--- src/rtl/relu_maxpool2x2.sv ---
// relu_maxpool2x2: ReLU + 2x2 stride-2 max pooling engine.
// Latches a filtered frame on start, evaluates one pooling window per clock.
module relu_maxpool2x2 #(
  parameter int total_bits = 16,
  parameter int frac_bits  = 8,
  parameter int max_rows   = 6,
  parameter int max_cols   = 6
) (
  input  logic clk,
  input  logic rst,
  input  logic start,
  input  logic relu_en,
  input  logic [3:0] in_rows,
  input  logic [3:0] in_cols,
  input  logic [max_rows*max_cols*total_bits-1:0] in_matrix,
  output logic busy,
  output logic done,
  output logic [(max_rows/2)*(max_cols/2)*total_bits-1:0] pooled_matrix
);

  localparam int PCOLS = max_cols / 2;
  localparam int PROWS = max_rows / 2;
  localparam int IW = max_rows * max_cols * total_bits;
  localparam int OW = PROWS * PCOLS * total_bits;

  localparam logic [3:0] MAXR = 4'(max_rows);
  localparam logic [3:0] MAXC = 4'(max_cols);

  localparam logic [1:0] S_IDLE = 2'd0;
  localparam logic [1:0] S_POOL = 2'd1;
  localparam logic [1:0] S_DONE = 2'd2;

  // The fixed-point split does not affect max or ReLU; only sanity-check it.
  if (frac_bits >= total_bits) begin : g_bad_fmt
    $error("frac_bits must be smaller than total_bits");
  end

  logic [1:0] state;
  logic [IW-1:0] frame;
  logic [OW-1:0] pooled;
  logic relu_q;
  logic [3:0] pr, pc;
  logic [3:0] pr_lim, pc_lim;
  logic [3:0] r_eff, c_eff;

  logic signed [total_bits-1:0] e00, e01, e10, e11;
  logic signed [total_bits-1:0] m0, m1, mx, win_max;

  // Clamp the requested dims to the physical frame size.
  always_comb begin
    r_eff = (in_rows > MAXR) ? MAXR : in_rows;
    c_eff = (in_cols > MAXC) ? MAXC : in_cols;
  end

  // Pick the current 2x2 window from the latched frame and reduce it.
  always_comb begin
    int r0, c0;
    r0 = int'(pr) * 2;
    c0 = int'(pc) * 2;
    e00 = frame[(r0 * max_cols + c0) * total_bits +: total_bits];
    e01 = frame[(r0 * max_cols + c0 + 1) * total_bits +: total_bits];
    e10 = frame[((r0 + 1) * max_cols + c0) * total_bits +: total_bits];
    e11 = frame[((r0 + 1) * max_cols + c0 + 1) * total_bits +: total_bits];
    m0 = (e00 > e01) ? e00 : e01;
    m1 = (e10 > e11) ? e10 : e11;
    mx = (m0 > m1) ? m0 : m1;
    win_max = (relu_q && mx[total_bits-1]) ? '0 : mx;
  end

  // Control FSM, window counters and result storage.
  always_ff @(posedge clk) begin
    if (rst) begin
      state  <= S_IDLE;
      frame  <= '0;
      pooled <= '0;
      relu_q <= 1'b0;
      pr     <= '0;
      pc     <= '0;
      pr_lim <= '0;
      pc_lim <= '0;
    end else begin
      unique case (state)
        S_IDLE: begin
          if (start) begin
            frame  <= in_matrix;
            relu_q <= relu_en;
            pr_lim <= r_eff >> 1;
            pc_lim <= c_eff >> 1;
            pooled <= '0;
            pr     <= '0;
            pc     <= '0;
            if (r_eff < 4'd2 || c_eff < 4'd2)
              state <= S_DONE;
            else
              state <= S_POOL;
          end
        end
        S_POOL: begin
          pooled[(int'(pr) * PCOLS + int'(pc)) * total_bits +: total_bits]
            <= win_max;
          if (pc == pc_lim - 4'd1) begin
            pc <= '0;
            if (pr == pr_lim - 4'd1)
              state <= S_DONE;
            else
              pr <= pr + 4'd1;
          end else begin
            pc <= pc + 4'd1;
          end
        end
        S_DONE: state <= S_IDLE;
        default: state <= S_IDLE;
      endcase
    end
  end

  assign busy = (state == S_POOL);
  assign done = (state == S_DONE);
  assign pooled_matrix = pooled;

endmodule

--- config.mk ---
export PLATFORM = sky130hd
export DESIGN_NAME = relu_maxpool2x2
export DESIGN_NICKNAME = d
export VERILOG_FILES = /design/src/rtl/relu_maxpool2x2.sv
export SDC_FILE = /design/constraint.sdc
export NUM_CORES = 2
export LEC_CHECK = 0
export ABC_CLOCK_PERIOD_IN_PS = 11840
export CAP_MARGIN = 15
export CORE_AREA = 3 3 283 285
export DETAILED_ROUTE_END_ITERATION = 6
export DIE_AREA = 0 0 286 288
export HOLD_SLACK_MARGIN = 0.06
export PLACE_DENSITY = 0.88
export SLEW_MARGIN = 20
export SYNTH_ARGS = -nofsm -noshare
export SYNTH_HDL_FRONTEND = slang
export SYNTH_SLANG_ARGS = --single-unit
--- constraint.sdc ---
create_clock -name clk -period 11.84 [get_ports clk]
set_input_delay 2.96 -clock clk [delete_from_list [all_inputs] [get_ports clk]]
set_output_delay 2.96 -clock clk [all_outputs]
set_load 0.01 [all_outputs]
[Yosys cells after proc, flatten, opt, wreduce, memory -nomap -nowiden]
Index checks and enable logic that the tools add are counted.
Operators by class
  multiply operators: 3
  reductions and logical operators: 8
  $add $sub $neg: 11
  $lt $le $gt $ge: 7
  equality and inequality tests: 8
  multiplexer cells: 20
  shift-type cells: 6
Operators by type and width (number)
  $shiftx A576 B32 Y16: 2
  $shiftx A576 B15 Y16: 1
  $shiftx A576 B16 Y16: 1
  $pmux W144 S2: 1
  $bwmux W144: 1
  $mux W144: 1
  $shift A16 B33 Y144 const A: 1
  $shiftx A16 B33 Y144: 1
  $mux W16: 4
  $gt A16 B16 Y1: 3
  $neg A11 Y33: 1
  $mux W4: 6
  $pmux W4 S2: 2
  $mul A4 B2 Y6 const B: 2
  $add A10 B1 Y11 const B: 1
  $add A9 B1 Y10 const B: 1
  $add A9 B5 Y10: 1
  $add A8 B5 Y9: 1
  $add A4 B1 Y4 const B: 2
  $eq A4 B4 Y1: 2
  $gt A4 B3 Y1 const B: 2
  $lt A4 B2 Y1 const B: 2
  $mul A6 B2 Y8 const B: 1
  $mux W2: 4
  15 further kinds: 19
Word-level totals
  output and inout bits: 146
  logic and storage cells: 71
  flip-flop bits (word level): 737

[Depth between registers and ports, before layout]
  depth in word-level cells: 14
  depth in mapped cells: 41
  mapped depth without buffers: 28

[Least setup slack after synthesis]
No wires, ideal clock.
  path kind: flip-flop to flip-flop
  start point: register pc[0]
  end point: register pooled[26] (netlist: pooled_matrix[26])
  arrival: 8.487 ns
  path slack: 3.267 ns
  setup time: 0.085 ns
  data required time: 11.755 ns
  buffers on the path: 17
  stages on the path, launching flop included: 41
  cell sequence: dfxtp_1 -> buf_6 -> buf_12 -> buf_12 -> buf_12 -> buf_12 -> buf_12 -> buf_6 -> buf_6 -> buf_6 -> inv_1 -> fa_1 -> buf_2 -> buf_2 -> buf_4 -> mux4_1 -> mux2_2 -> a221oi_1 -> [5 not listed] -> nor2_1 -> a31oi_2 -> buf_4 -> clkbuf_1 -> clkbuf_1 -> nor2_1 -> a21oi_1 -> ha_1 -> and3_1 -> a221o_1 -> o211ai_1 -> a31oi_1 -> and2_1 -> buf_4 -> buf_2 -> nand3_1 -> nand4_2 -> o31ai_2
Between the ends
  cells in the longest elaborated chain, start to end: 12
  elaborated cells on any way between the ends: 22
  classes of those cells: add/sub (6); order compare (3); shift (6); mux (6); reduce/logical (1)
Ends and longest elaborated chain
  start, declared: RTL line 42  | logic [3:0] pr, pc;
  start signal, assigned: RTL line 108  | pc <= pc + 4'd1;
  $add A9 B5 Y10 or $add A8 B5 Y9 (tied branches)
  $add A10 B1 Y11 or $add A9 B1 Y10 (tied branches): RTL line 63, 61
  $shiftx A576 B16 Y16 or $shiftx A576 B15 Y16 (tied branches): RTL line 63, 61
  $gt A16 B16 Y1 (on tied branches): RTL line 65, 64
  $mux W16 (on tied branches): RTL line 65, 64
  $gt A16 B16 Y1: RTL line 66  | mx = (m0 > m1) ? m0 : m1;
  $mux W16: RTL line 66
  $logic_and A1 B1 Y1: RTL line 67  | win_max = (relu_q && mx[total_bits-1]) ? '0 : mx;
  $mux W16: RTL line 67
  $shiftx A16 B33 Y144: RTL line 99  | pooled[(int'(pr) * PCOLS + int'(pc)) * total_bits +: total_bits]
  $bwmux W144 (*): RTL line 99
  $pmux W144 S2 (*): RTL line 82  | unique case (state)
  end signal, assigned: RTL line 75  | pooled <= '0;
  end signal, assigned: RTL line 89  | pooled <= '0;
  end, declared: RTL line 40  | logic [OW-1:0] pooled;
Every way passes the cells marked *; elsewhere a longest branch is shown, timed or not.
A chain may end at the register's enable or synchronous reset.

[Worst setup path in the final report]
  start point: register pr[0]
  end point: register pooled[27] (netlist: pooled_matrix[27])
Between the ends
  cells in the longest elaborated chain, start to end: 14
  elaborated cells on any way between the ends: 26
  classes of those cells: add/sub (7); mul (3); order compare (3); shift (6); mux (6); reduce/logical (1)
Ends and longest elaborated chain
  start, declared: RTL line 42
  start signal, assigned: RTL line 106  | pr <= pr + 4'd1;
  $add A5 B1 Y6: RTL line 62, 63
  $mul A6 B2 Y8: RTL line 62, 63
  $add A9 B5 Y10: RTL line 62, 63
  $add A10 B1 Y11: RTL line 63  | e11 = frame[((r0 + 1) * max_cols + c0 + 1) * total_bits +: total_bits];
  $shiftx A576 B16 Y16: RTL line 63
  $gt A16 B16 Y1: RTL line 65  | m1 = (e10 > e11) ? e10 : e11;
  $mux W16: RTL line 65
  $gt A16 B16 Y1: RTL line 66
  $mux W16: RTL line 66
  $logic_and A1 B1 Y1: RTL line 67
  $mux W16: RTL line 67
  $shiftx A16 B33 Y144: RTL line 99
  $bwmux W144 (*): RTL line 99
  $pmux W144 S2 (*): RTL line 82
Marks and branches as above.

==> summary.md <==
| Metric | Value |
|---|---|
| Status | finished, final reports clean |
| CP most frequent cell | ha_1 |
| First-pass GRT wire length | 230000 µm |
| Max_cap viols | 0 |
| Total gr overflow | 0 |
| Initial Util | 0.500 |
| Most Crowded Layer GR | met2 |
| Clock power frac | 0.216 |
| Vias per cell | 6.25 |
| Setup CP Type | reg2reg |
| Clk slew on worst S/H paths | 0.06 ns |
| Startpoint types | flop |
| Yosys reg bits | 737 |
| Simple logic cell fraction of the synthesized area | 0.186 |
| Arr. time, crit path | between 10 and 15 ns |
| Remaining antenna violation count | 0 |
| DRT Wirelength | 160000 µm |
| Die X | around 290 µm |
| Tot Pwr | 11.0 mW |
| Post-route setup TNS | 0 ns |
| First drt pass iteration count | 6 |
| Yosys warns | 0 |
| Hold endpoint | pooled_matrix[110] |
| Root buffer cell | clkbuf_16 |
| Largest net degree at the start of global routing | 191 |
| Post-Syn Area | 0.0388 mm² |
| Commonest cells after routing, fill and taps aside | nand2_1, dfxtp_1, clkdlybuf4s50_1 |
| Cts repair resizes | 0 |
| Gate Count Post-Synth | between 4000 and 5000 |
| TritonCTS clock tree | built |
| CP peak stage delay | 0.91 ns |
| All-Layer GR Usage | 0.372 |
| Compound-gate portion of the synthesized area | 0.163 |
| FFs w/ async S/R, synth | 0 |
| Clock H-tree levels | 3 |
| Clock skew | 0.0498 ns |
| Fin nets | 5629 |
| Post-route DRC | 0 |
| Area Growth Syn to Fin | 25.8% |
| Synthesized Nets | 5116 |
| # port buffers | 731 |
| Met3 usage | 0.0792 |
| RSZ-0062 raised after global routing | false |
| Area of the multi-input gates | 0.0221 mm² |
| CP max stage cell | fa_2 |
| Io pins | 734 |
| Hold Buf Count CTS | 0 |
| Min Clock Period, post-route | a little over 10 ns |
| Number of global-route vias before repair | 36300 |
| FF/Latch Area | 0.0148 mm² |
| Fin. Hold Viols | 0 |
| Fmax | between 90 and 100 MHz |
| Critical-path maximum fanout | 35 |
| DP HPWL | 118000 µm |
| Most frequently used flop master after synthesis | dfxtp_1 |
| GRT met2 Usage | 0.600 |
| Die area | 0.0824 mm² |
| Max-slew violations | 0 |
| CTS max path bufs | 3 |
| Switching Share | 0.479 |
| Worst VDD drop | between 0.3 and 0.4 mV |
| Initial antenna violation count | 29 |
| Synth Area in XOR/XNOR | 0.00471 |
| Hold-critical path depth | 2 |
| Part of the power in registers | 0.261 |
| Sw Pwr | about 5.3 mW |
| Worst R2R End | pooled_matrix[27] |
| Clock sink count | 737 |
| Core area | 0.0776 mm² |
| CTS Buf Count | 78 |
| CP Capture Type | flop |
| Skew-Pair Late Insertion Delay | 0.65 ns |
| Distinct cells, synth | 92 |
| Comb pwr share | 0.523 |
| Mux contribution to synthesized area | 0.185 |
| Most common cell after layout, fill and taps aside | nand2_1 |
| Fillers | 6203 |
| Reg2reg start | pr[0] |
| Req. time, crit path | 12.37 ns |
| Hold WC Path Type | reg2reg |
| Register area share after synthesis | 0.380 |
| Ratio of cells with drive above 1 in the final layout | 0.108 |
| Internal | 5.76 mW |
| Total number of vias | 38100 |
| GPL Wtd Cong | 0.991 |
| Pwr dens | ~230 mW/mm² |
| Chip height | 288 µm |
| Relative slew slack | 0.258 |
| R2R depth | 25 |
| Wire per inst | 26.3 µm |
| Largest family of logic cells by synthesized area | simple AND/OR/NAND/NOR gates |
| Post-synth EDFFs | 0 |
| Core Rows | 102 |
| # setup viols final | 0 |
| Detailed Route Iter0 Violations | 4862 |
| Met1 Resource Use GR | 0.439 |
| Hold path startpoint | pooled_matrix[110] |
| Adder-cell area share of the yosys netlist | 0.0264 |
| Slew @ Worst Pin | about 1.1 ns |
| Reg-to-reg slack, setup | 1.69 ns |
| Avg Cell Area, Syn | 8.72 µm² |
| Number of setup buffers added after CTS | 0 |
| Pleak | 17.5 nW |
| Period utilisation layout | 0.857 |
==> layer usage <==
layer / up-vias / wire [µm]
met5: - / 50
met3: 539 / 16200
li1: 16900 / -
met1: 18200 / 56900
met2: 2475 / 73600
met4: 8 / 13400
==> critical path: cells and delay by family (launching register included) <==
family / cells / cell delay, ns
flip-flops: 1 / 0.77
buffers and inverters: 2 / 0.69
adder cells (fa/ha/maj): 4 / 2.04
AND/OR/NAND/NOR: 9 / 3.24
AO/OA/AOI/OAI: 10 / 3.25
==> power groups by stage <==
stage | registers, mW | logic [mW] | clock network, mW
6_report | 2.88 | 5.77 | 2.39
5_1_grt | 2.90 | 6.05 | 2.49
4_1_cts | 2.87 | 5.63 | 2.40
3_5_place_dp | 2.93 | 5.60 | 0
3_3_place_gp | 2.91 | 5.57 | 0
2_1_floorplan | 2.86 | 3.62 | 0
==> cells in the mapped netlist (7+ instances only) <==
master     instances  share of area
nand3_1          115          0.015
mux2i_1          188          0.048
and3_1            10         0.0016
nor2_1            63         0.0061
xnor2_1           13         0.0029
mux4_1            22          0.015
ha_1              69          0.022
o22ai_1           88          0.014
o221ai_1          25         0.0056
a221oi_1          30         0.0068
nand2_1         1262           0.12
o2bb2ai_1         16         0.0036
buf_4             18         0.0035
o31ai_1           17         0.0033
nor3_1            82          0.011
or2_2             19         0.0031
buf_1              7        0.00068
buf_6             26         0.0075
a211oi_1           7         0.0014
dfxtp_1          737           0.38
nand4_4           11         0.0060
nand3b_1          17         0.0033
o21ai_1           87          0.011
clkbuf_1         274          0.026
nand4_1           12         0.0019
o31ai_2           16         0.0052
o21ai_0           34         0.0044
a21oi_1          650          0.084
and2_1            21         0.0034
o211ai_1          33         0.0064
a21o_1            11         0.0021
fa_1               8         0.0041
buf_2             37         0.0048
inv_1             38         0.0037
nand2b_1          12         0.0019
buf_12            12         0.0062
nor2b_1           23         0.0037
mux2_2            65          0.019
mux4_2           177           0.10
==> cell type report <==
type                       count  share of cell area
clock buffer                 109              0.0452
multi-input combinational   3295               0.451
antenna                       25             0.00128
inverter                      38             0.00292
timing repair buffer         814               0.165
clock inverter                28             0.00556
sequential                   737               0.302
tap                         1040              0.0266
==> state kept, by name, indices dropped and copies added, names as in the netlist <==
register,cells
pooled_matrix,144
pr_lim,3
state,2
pr,4
relu_q,1
pc_lim,3
frame,576
pc,4
==> cells by family (layout without fill, tap and decap cells) <==
| logic type | Yosys count | count (layout) |
|---|---|---|
| AOI/OAI and AO/OA | 1065 | 1065 |
| xor gates and xnor gates | 20 | 20 |
| adders and majority gates | 77 | 77 |
| buffers and inverters | 419 | 989 |
| DFF | 737 | 737 |
| muxes | 453 | 453 |
| other | 0 | 25 |
| and+or+nand+nor | 1680 | 1680 |
==> through the flow <==
stage,hold WS (ns),instances,setup slack [ns],util,area (µm²)
2_1_floorplan,0.440,4451,3.27,-,38800
3_3_place_gp,0.434,5923,2.03,0.596,46300
3_5_place_dp,0.447,5923,1.98,0.596,46300
4_1_cts,0.457,6060,1.91,0.628,48800
5_1_grt,0.470,6079,1.26,0.629,48800
6_report,0.456,6086,1.69,0.630,48900
==> worst max-delay path by stage <==
stage / startpoint / to / slack (ns)
floorplan: pc[0] / pooled_matrix[26] / 3.27
global placement: pr[0] / pooled_matrix[27] / 2.03
detailed placement: pr[0] / pooled_matrix[27] / 1.98
CTS: pr[0] / pooled_matrix[26] / 1.91
global route: pr[0] / pooled_matrix[26] / 1.26
finish: pr[0] / pooled_matrix[27] / 1.69
No activity file was read; power rests on OpenSTA's default activity.
